===== src/rtl/clp_pkg.sv =====
// ---------------------------------------------------------------------------
// clp_pkg -- shared definitions for the CLP instruction executor.
//
// Holds the instruction field map (LSB offsets and widths), the opcode
// encodings, the executor FSM state type and small decode helpers used by
// clp_instr_exec and clp_loop_cnt.
// ---------------------------------------------------------------------------
package clp_pkg;

  // Instruction field map (default 100-bit word; bits [49:0] are reserved)
  localparam int OPC_LSB  = 96;
  localparam int OPC_W    = 4;
  localparam int OC_LSB   = 86;
  localparam int HT_LSB   = 76;
  localparam int WD_LSB   = 66;
  localparam int FIELD_W  = 10;
  localparam int BASE_LSB = 50;
  localparam int BASE_W   = 16;
  localparam int ADDR_W   = 16;

  // Opcode encodings; every other value is illegal
  localparam logic [OPC_W-1:0] OPC_NOP  = 4'd0;
  localparam logic [OPC_W-1:0] OPC_CONV = 4'd1;
  localparam logic [OPC_W-1:0] OPC_POOL = 4'd2;

  // Executor FSM states
  typedef enum logic [2:0] {
    ST_IDLE   = 3'd0,
    ST_DECODE = 3'd1,
    ST_RUN    = 3'd2,
    ST_DONE   = 3'd3,
    ST_REARM  = 3'd4
  } clp_state_e;

  // True for the three defined opcodes
  function automatic logic opc_legal(input logic [OPC_W-1:0] opc);
    logic ok;
    case (opc)
      OPC_NOP:  ok = 1'b1;
      OPC_CONV: ok = 1'b1;
      OPC_POOL: ok = 1'b1;
      default:  ok = 1'b0;
    endcase
    return ok;
  endfunction

  // Externally visible busy flag for a given FSM state
  function automatic logic state_busy(input clp_state_e s);
    logic busy;
    case (s)
      ST_DECODE: busy = 1'b1;
      ST_RUN:    busy = 1'b1;
      ST_DONE:   busy = 1'b1;
      ST_IDLE:   busy = 1'b0;
      ST_REARM:  busy = 1'b0;
      default:   busy = 1'b0;
    endcase
    return busy;
  endfunction

endpackage


===== src/rtl/clp_loop_cnt.sv =====
// ---------------------------------------------------------------------------
// clp_loop_cnt -- nested oc/row/col loop counter with last-iteration flag.
//
// col is the innermost loop, then row, then oc. The counters and the
// last flag are registered; the last flag is computed from the *next*
// counter values so it lines up with the registered indices.
//
// Ports:
//   clk, rst_n             clock, synchronous active-low reset
//   load                   zero all counters (start of a new instruction)
//   step                   advance by one iteration (accepted, non-last)
//   clear                  zero counters and drop last (after final issue)
//   out_ch, height, width  loop bounds (all non-zero while stepping)
//   oc, row, col           current indices
//   last                   current indices are the final iteration
// ---------------------------------------------------------------------------
module clp_loop_cnt
  import clp_pkg::*;
#(
  parameter int DIM_W = 10
) (
  input  logic             clk,
  input  logic             rst_n,
  input  logic             load,
  input  logic             step,
  input  logic             clear,
  input  logic [DIM_W-1:0] out_ch,
  input  logic [DIM_W-1:0] height,
  input  logic [DIM_W-1:0] width,
  output logic [DIM_W-1:0] oc,
  output logic [DIM_W-1:0] row,
  output logic [DIM_W-1:0] col,
  output logic             last
);

  localparam logic [DIM_W-1:0] DIM_ZERO = {DIM_W{1'b0}};
  localparam logic [DIM_W-1:0] DIM_ONE  = DIM_W'(1);

  logic [DIM_W-1:0] oc_r, row_r, col_r;
  logic [DIM_W-1:0] oc_s, row_s, col_s;
  logic             last_r, last_s;
  logic             col_wrap_s, row_wrap_s;

  assign col_wrap_s = (col_r == (width - DIM_ONE));
  assign row_wrap_s = (row_r == (height - DIM_ONE));

  // Next counter values and last-iteration detection on those values
  always_comb begin
    oc_s  = oc_r;
    row_s = row_r;
    col_s = col_r;
    if (load || clear) begin
      oc_s  = DIM_ZERO;
      row_s = DIM_ZERO;
      col_s = DIM_ZERO;
    end else if (step) begin
      if (col_wrap_s) begin
        col_s = DIM_ZERO;
        if (row_wrap_s) begin
          row_s = DIM_ZERO;
          oc_s  = oc_r + DIM_ONE;
        end else begin
          row_s = row_r + DIM_ONE;
        end
      end else begin
        col_s = col_r + DIM_ONE;
      end
    end else begin
      oc_s  = oc_r;
      row_s = row_r;
      col_s = col_r;
    end
    last_s = !clear
             && (oc_s  == (out_ch - DIM_ONE))
             && (row_s == (height - DIM_ONE))
             && (col_s == (width  - DIM_ONE));
  end

  // Counter and last-flag registers
  always_ff @(posedge clk) begin
    if (!rst_n) begin
      oc_r   <= DIM_ZERO;
      row_r  <= DIM_ZERO;
      col_r  <= DIM_ZERO;
      last_r <= 1'b0;
    end else begin
      oc_r   <= oc_s;
      row_r  <= row_s;
      col_r  <= col_s;
      last_r <= last_s;
    end
  end

  assign oc   = oc_r;
  assign row  = row_r;
  assign col  = col_r;
  assign last = last_r;

endmodule


===== src/rtl/clp_instr_exec.sv =====
// ---------------------------------------------------------------------------
// clp_instr_exec -- executes one CLP loop instruction per enable request.
//
// An instruction is latched in IDLE, decoded for one cycle, then RUN emits
// one compute issue per oc/row/col iteration with valid/ready handshaking.
// DONE lasts one cycle; if enable is still high the block parks in REARM
// until enable drops so a held request never starts a second instruction.
//
// Ports:
//   clk, rst_n              clock, synchronous active-low reset
//   enable, instruction     request and instruction word from sequencer
//   state                   0 = idle (IDLE/REARM), 1 = busy
//   issue_valid/ready       compute-issue handshake
//   issue_oc/row/col        current loop indices
//   issue_addr              out_base + linear index, modulo 2^16
//   issue_last              final issue of the instruction
//   err                     sticky illegal-opcode flag
// ---------------------------------------------------------------------------
module clp_instr_exec
  import clp_pkg::*;
#(
  parameter int INSTR_W = 100,
  parameter int DIM_W   = 10
) (
  input  logic               clk,
  input  logic               rst_n,
  input  logic               enable,
  input  logic [INSTR_W-1:0] instruction,
  output logic               state,
  output logic               issue_valid,
  input  logic               issue_ready,
  output logic [DIM_W-1:0]   issue_oc,
  output logic [DIM_W-1:0]   issue_row,
  output logic [DIM_W-1:0]   issue_col,
  output logic [ADDR_W-1:0]  issue_addr,
  output logic               issue_last,
  output logic               err
);

  localparam logic [DIM_W-1:0] DIM_ZERO = {DIM_W{1'b0}};

  clp_state_e          fsm_r, fsm_s;
  logic [INSTR_W-1:0]  instr_r;
  logic                state_r;
  logic                valid_r;
  logic                err_r;
  logic [ADDR_W-1:0]   addr_r;

  logic [OPC_W-1:0]    opc_s;
  logic [DIM_W-1:0]    oc_dim_s, ht_dim_s, wd_dim_s;
  logic [BASE_W-1:0]   base_s;
  logic                illegal_s, empty_s;
  logic                accept_s, finish_s, step_s, load_s;
  logic                last_s;
  logic                unused_reserved_s;

  // Field extraction from the latched copy only
  assign opc_s    = instr_r[OPC_LSB  +: OPC_W];
  assign oc_dim_s = instr_r[OC_LSB   +: DIM_W];
  assign ht_dim_s = instr_r[HT_LSB   +: DIM_W];
  assign wd_dim_s = instr_r[WD_LSB   +: DIM_W];
  assign base_s   = instr_r[BASE_LSB +: BASE_W];

  // Reserved bits are latched but carry no meaning
  assign unused_reserved_s = ^instr_r[BASE_LSB-1:0];

  assign illegal_s = !opc_legal(opc_s);
  assign empty_s   = (opc_s == OPC_NOP) || (oc_dim_s == DIM_ZERO)
                     || (ht_dim_s == DIM_ZERO) || (wd_dim_s == DIM_ZERO);

  // valid_r is only ever high in RUN, so acceptance implies RUN
  assign accept_s = valid_r && issue_ready;
  assign finish_s = accept_s && last_s;
  assign step_s   = accept_s && !last_s;
  assign load_s   = (fsm_r == ST_DECODE) && !illegal_s && !empty_s;

  // FSM next-state logic
  always_comb begin
    fsm_s = fsm_r;
    case (fsm_r)
      ST_IDLE: begin
        if (enable) fsm_s = ST_DECODE;
        else        fsm_s = ST_IDLE;
      end
      ST_DECODE: begin
        if (illegal_s || empty_s) fsm_s = ST_DONE;
        else                      fsm_s = ST_RUN;
      end
      ST_RUN: begin
        if (finish_s) fsm_s = ST_DONE;
        else          fsm_s = ST_RUN;
      end
      ST_DONE: begin
        if (enable) fsm_s = ST_REARM;
        else        fsm_s = ST_IDLE;
      end
      ST_REARM: begin
        if (enable) fsm_s = ST_REARM;
        else        fsm_s = ST_IDLE;
      end
      default: fsm_s = ST_IDLE;
    endcase
  end

  // FSM state register and registered state/valid outputs
  always_ff @(posedge clk) begin
    if (!rst_n) begin
      fsm_r   <= ST_IDLE;
      state_r <= 1'b0;
      valid_r <= 1'b0;
    end else begin
      fsm_r   <= fsm_s;
      state_r <= state_busy(fsm_s);
      valid_r <= (fsm_s == ST_RUN);
    end
  end

  // Instruction latch: captured only when a request is taken in IDLE
  always_ff @(posedge clk) begin
    if (!rst_n) begin
      instr_r <= {INSTR_W{1'b0}};
    end else if ((fsm_r == ST_IDLE) && enable) begin
      instr_r <= instruction;
    end else begin
      instr_r <= instr_r;
    end
  end

  // Sticky illegal-opcode flag, cleared only by reset
  always_ff @(posedge clk) begin
    if (!rst_n) begin
      err_r <= 1'b0;
    end else if ((fsm_r == ST_DECODE) && illegal_s) begin
      err_r <= 1'b1;
    end else begin
      err_r <= err_r;
    end
  end

  // Output address: col is innermost, so the linear index grows by one per
  // accepted issue and the address can simply count up from out_base
  always_ff @(posedge clk) begin
    if (!rst_n) begin
      addr_r <= {ADDR_W{1'b0}};
    end else if (load_s) begin
      addr_r <= base_s;
    end else if (step_s) begin
      addr_r <= addr_r + 16'd1;
    end else if (finish_s) begin
      addr_r <= {ADDR_W{1'b0}};
    end else begin
      addr_r <= addr_r;
    end
  end

  clp_loop_cnt #(
    .DIM_W (DIM_W)
  ) u_loop_cnt (
    .clk    (clk),
    .rst_n  (rst_n),
    .load   (load_s),
    .step   (step_s),
    .clear  (finish_s),
    .out_ch (oc_dim_s),
    .height (ht_dim_s),
    .width  (wd_dim_s),
    .oc     (issue_oc),
    .row    (issue_row),
    .col    (issue_col),
    .last   (last_s)
  );

  assign state       = state_r;
  assign issue_valid = valid_r;
  assign issue_addr  = addr_r;
  assign issue_last  = last_s;
  assign err         = err_r;

endmodule

===== config.mk =====
export PLATFORM = sky130hd
export DESIGN_NAME = clp_instr_exec
export DESIGN_NICKNAME = d
export VERILOG_FILES = /design/src/rtl/clp_pkg.sv /design/src/rtl/clp_loop_cnt.sv /design/src/rtl/clp_instr_exec.sv
export SDC_FILE = /design/constraint.sdc
export NUM_CORES = 1
export LEC_CHECK = 0
export ABC_AREA = 1
export BUFFER_PORTS_ARGS = -buffer_cell sky130_fd_sc_hd__buf_2
export CAP_MARGIN = 20
export CORE_ASPECT_RATIO = 0.6
export CORE_MARGIN = 3
export CORE_UTILIZATION = 53
export DETAILED_ROUTE_END_ITERATION = 16
export GPL_ROUTABILITY_DRIVEN = 0
export GPL_TIMING_DRIVEN = 0
export PLACE_DENSITY_LB_ADDON = 0.25
export SLEW_MARGIN = 25
export SYNTH_ARGS = -nofsm -noshare
export SYNTH_HDL_FRONTEND = slang
export SYNTH_HIERARCHICAL = 1
export SYNTH_SLANG_ARGS = --single-unit

===== constraint.sdc =====
create_clock -name clk -period 5.53 [get_ports clk]
set_clock_uncertainty 0.1 [all_clocks]
set_input_delay 1.106 -clock clk [delete_from_list [all_inputs] [get_ports clk]]
set_output_delay 1.106 -clock clk [all_outputs]
set_load 0.01 [all_outputs]

# Word level (Yosys, flattened, before mapping)
# Index checks and enable logic that the tools add are counted.
# classes
add_sub_neg	7
eq_ne	14
n_mux	21
n_reduce_logical	28
# op_table
cell	count
$mux 10	11
$eq 10x10->1	5
$mux 16	3
$add 10x1->10 const B	3
$logic_not 10->1	3
$sub 10x1->10 const B	3
$add 16x1->16 const B	1
$eq 3x2->1 const B	4
$pmux 3 s4	1
$logic_and 1x1->1	10
$eq 3x1->1 const B	2
$reduce_or 3->1	2
$logic_or 1x1->1	5
$mux 1	5
$eq 4x1->1 const B	1
$eq 4x2->1 const B	1
$logic_not 1->1	4
$logic_not 4->1	1
$eq 3x3->1 const B	1
$logic_not 3->1	1
$mux 3	1
$reduce_bool 3->1	1
$reduce_or 2->1	1
# totals
ff_bits	153
inputBits	104

# Longest topological paths before layout
# depth
ltp_word	12
ltp_mapped	24
depth_no_buf	23

# Modules after synthesis
# Netlist, hierarchy kept.
# modules_own_cells
mod	instances	cells_each	area_per_inst_um2	seq_area_each_um2
clp_loop_cnt	1	647	3538.4	620.6
clp_instr_exec	1	508	3385.7	1441.4

# Worst setup path after synthesis
# Ideal clock, no wire load.
# synth_timing
kind	input to register
from	input port issue_ready
to	register u_loop_cnt.last_r, in the netlist u_loop_cnt/last
setup_time_ns	0.064
t_arrival_ns	3.166
t_required_ns	5.366
path_slack_ns	2.200
cell_stages	20
n_path_buf	0
path_cell_list	nand2_2 -> nor2_1 -> inv_2 -> nor2_1 -> nand3_1 -> nor2_1 -> nand2_1 -> o21ai_1 -> nand2_1 -> a31oi_1 -> nand2_1 -> nand2_1 -> nand2_1 -> nor2_1 -> nand2_1 -> nor2_1 -> nand3_1 -> nor2_1 -> nand3_1 -> nor2_1
# synth_via
elab_chain_cells	8
word_cells_on_any_way	17
cone_classes	eq/ne (3); mux (6); reduce/logical (8)
# synth_rtl
item	line	rtl
start: declaration	clp_instr_exec.sv:31	input logic issue_ready,
$logic_and 1x1->1 *	clp_instr_exec.sv:72	assign accept_s = valid_r && issue_ready;
$logic_and 1x1->1 *	clp_instr_exec.sv:74	assign step_s = accept_s && !last_s;
via step_s	clp_instr_exec.sv:53	logic accept_s, finish_s, step_s, load_s;
$mux 10	clp_loop_cnt.sv:56	end else if (step) begin
$mux 10	clp_loop_cnt.sv:52	if (load || clear) begin
$eq 10x10->1	clp_loop_cnt.sv:74	&& (oc_s == (out_ch - DIM_ONE))
$logic_and 1x1->1	clp_loop_cnt.sv:74	
$logic_and 1x1->1	clp_loop_cnt.sv:75	&& (row_s == (height - DIM_ONE))
$logic_and 1x1->1 *	clp_loop_cnt.sv:76	&& (col_s == (width - DIM_ONE));
end signal: assignment	clp_loop_cnt.sv:90	last_r <= last_s;
end: declaration	clp_loop_cnt.sv:41	logic last_r, last_s;
# Mark *: on every way through the listed nets, which the timed path passes. The rest lies on a longest branch.
# A chain may end at the register's enable or synchronous reset.

# Final worst setup path
# Ends and elaborated chain as after synthesis.

==> metrics.yaml <==
grt:
  busiest_layer: "met1"
  gr-usage-met2_pct: 39.4
  grt_max_degree: 20
  grt.total_usage_pct: 28.3
  grtUsageMet3_pct: 6.41
  grt_pass1_wl_um: 33200
  grtUsageMet1_pct: 44.4
  grt_overflow_total: 0
  antenna_found_initial: 0
  grt_pass1_vias: 6631
power:
  power.total_w: 0.00224
  power_density_nw_per_um2: 283
  p_leak_nw: 3.80
  vdd.ir_drop.worst_mv: 0.151
yosys:
  synth-edff-count: 0
  synthMuxAreaShare_pct: 0
  synth_top_family_by_area: "simple AND/OR/NAND/NOR gates"
  netlist_area_um2: 6920
  ys_ff_latch: 103
  synth.distinct_cells: 40
  synth_area_leaders: "dfxtp_1 (30%), nor2_1 (16%), nand2_1 (16%)"
  ys_seq_area_share_pct: 29.8
  ys_top_cells_by_count: "nor2_1 (290), nand2_1 (286), inv_1 (109), dfxtp_1 (103), nand3_1 (97)"
  yosys.area.top_type: "dfxtp_1"
  synth-compound-area-share_pct: 6.81
  ys_warn_count: 6
  yosys.area_share.simple_pct: 49.3
  synthFlopType: "dfxtp_1"
  syn_inst: 1155
  yosysMostFrequentCell: "nor2_1"
  netlist.area_leader.share_pct: 29.8
  avgSynthCellArea_um2: 5.99
  synth_fp_nets: 1266
  synthXorXnorAreaFrac_pct: 3.11
  synth_adder_area_share_pct: 1.26
  async_flop_share_pct: 0
cells_and_area:
  area_growth_pct: 14.6
  fin_cells: 1439
  multi_input_area_um2: 4190
  num-fill-cells: 1228
  seq_area_um2: 2060
  antenna_cells: 0
  final_nets: 1380
  final_area_um2: 7930
  drive_gt1_share_pct: 15.5
outcome:
  status: "finished, final reports clean"
floorplan:
  rows: 31
  die_h_um: 94.5
  dieArea_um2: 14500
  start_util_pct: 55.8
  io_pins: 154
  core_area_um2: 12400
  die_width_um: 154
setup_path:
  start_kind: "input pin"
  path_cells: "buf_2, nand2_2, nor2_1, inv_2, nor2_1, nand3_1, nor2_1, nand2_1, o21ai_1, nand2_1, a31oi_1, nand2_1, nand2_1, nand2_1, nor2_1, nand2_1, nor2_1, nand3_1, nor2_1, nand3_1, nor2_1"
  path_class: "input pin to flip-flop"
  cp_top_family: "simple AND/OR/NAND/NOR gates"
  worstPathRequired_ps: 5710
  path_common_cell: "nor2_1"
  path_buf_inv: 2
  max_stage_delay_ps: 590
  critPathCaptureType: "flip-flop"
  slowest_stage: "nor2_1"
  cp_data_arrival_time_ps: 4120
  critPathMaxFanout: 10
place:
  place_area_um2: 7650
  placed_cells: 1423
  dpl.hpwl_um: 16500
  numPortBuffers: 103
  pre_cts_slack_ps: 1390
sta:
  slew_headroom_pct: 51.5
  worst_pin_slew_ps: 726
  min_period_ps: 3940
  finalHoldViolations: 0
  fin_tns_setup_ps: 0
  clock.fmax_mhz: 254
  drv_slew: 0
  setup_ws_ps: 1590
  setup_viol: 0
  fin_crit_sh_pct: 71.3
  rsz0062_at_grt: "false"
drt:
  wire_per_inst_um: 14.5
  firstDrtPassIters: 5
  drc: 0
  via_per_inst: 5.36
  wl_um: 20900
  ant_nets: 0
  vias: 7714
  drt_iter0_markers: 827
cts:
  ctsResizeCount: 0
  cts_root_buffer: "clkbuf_16"
  clock_path_buffers: 2
  htreeDepth: 3
  clkSinkCount: 103
  postCtsSetupBuffers: 0
  path_clk_slew_ps: 80
  insertion_delay_ps: 350
  cts_hold_buf: 0
  cts_tree: "built"
  cts_inserted_buffers: 9
run:
  max_cap_violations: 0
hold_path:
  min_path_type: "flip-flop to flip-flop"
[per-stage QoR]
step | hold slack, ps | util, %
finish | 382 | 63.9
global route | 393 | 63.9
CTS | 383 | 63.9
detailed placement | 362 | 61.6
global placement | 364 | 61.6
floorplan | 355 | -
[tightest hold or removal path, delay by kind of cell, from the launching register on]
family / cells / cell delay [ps]
DFF: 1 / 340
AOI/OAI and AO/OA: 1 / 40
and+or+nand+nor: 1 / 70
[path summary, 6_finish.rpt]
path	startpoint	to	slack, ps	cells past startpoint
setup reg to reg	issue_valid	u_loop_cnt/last	2040	20
setup / recovery	issue_ready	u_loop_cnt/last	1590	21
hold / removal	err	err	380	2
hold reg to reg	err	err	380	2
[registers in the layout, indices dropped and copies added (netlist names)]
register and cells:
err 1, fsm_r 3, instr_r 50, issue_addr 16
issue_valid 1, state 1, u_loop_cnt/col 10, u_loop_cnt/last 1
u_loop_cnt/oc 10, u_loop_cnt/row 10
[where the power goes]
group / internal (W) / switching (W) / total [W]
Sequential: 0.000800 / 0.0000678 / 0.000868
Clock: 0.000319 / 0.000315 / 0.000634
Combinational: 0.000248 / 0.000491 / 0.000739
[placed cells by master (no fill, tap or decap), drive strengths merged]
cell | netlist | routed
nor4 | 2 | 2
a21o | 1 | 1
nand3b | 3 | 3
nand4 | 38 | 38
xor2 | 16 | 16
nor3b | 2 | 2
clkinv | 2 | 2
a31oi | 1 | 1
ha | 7 | 7
nand3 | 102 | 102
inv | 121 | 127
clkbuf | 15 | 25
xnor2 | 6 | 6
xnor3 | 1 | 1
nand2 | 304 | 304
nor2 | 305 | 305
a21oi | 13 | 13
buf | 20 | 123
o211ai | 2 | 2
o21ai | 73 | 73
dfxtp | 103 | 103
nor3 | 18 | 18
[cells by family after synthesis]
| logic type | count (synthesis) |
|---|---|
| buf+inv | 158 |
| flops | 103 |
| simple gates | 774 |
| compound gates | 90 |
| xor+xnor | 23 |
| fa+ha+maj | 7 |
[routing by layer]
metal	vias to the layer above	wire length, um	share of wire [%]
met5	-	0	0
met4	0	186	0.89
met3	18	2470	12
met2	380	8010	38
met1	3426	10200	49
li1	3890	-	-
[final cells by class]
cell class,count,share of cell area [%]
Sequential cell,103,26.0
Inverter,123,5.82
Multi-Input combinational cell,894,52.8
Clock buffer,10,2.89
Clock inverter,6,0.726
Tap cell,165,2.60
Buffer,35,2.68
Timing Repair Buffer,103,6.50
No activity file was read; power rests on OpenSTA's default activity.
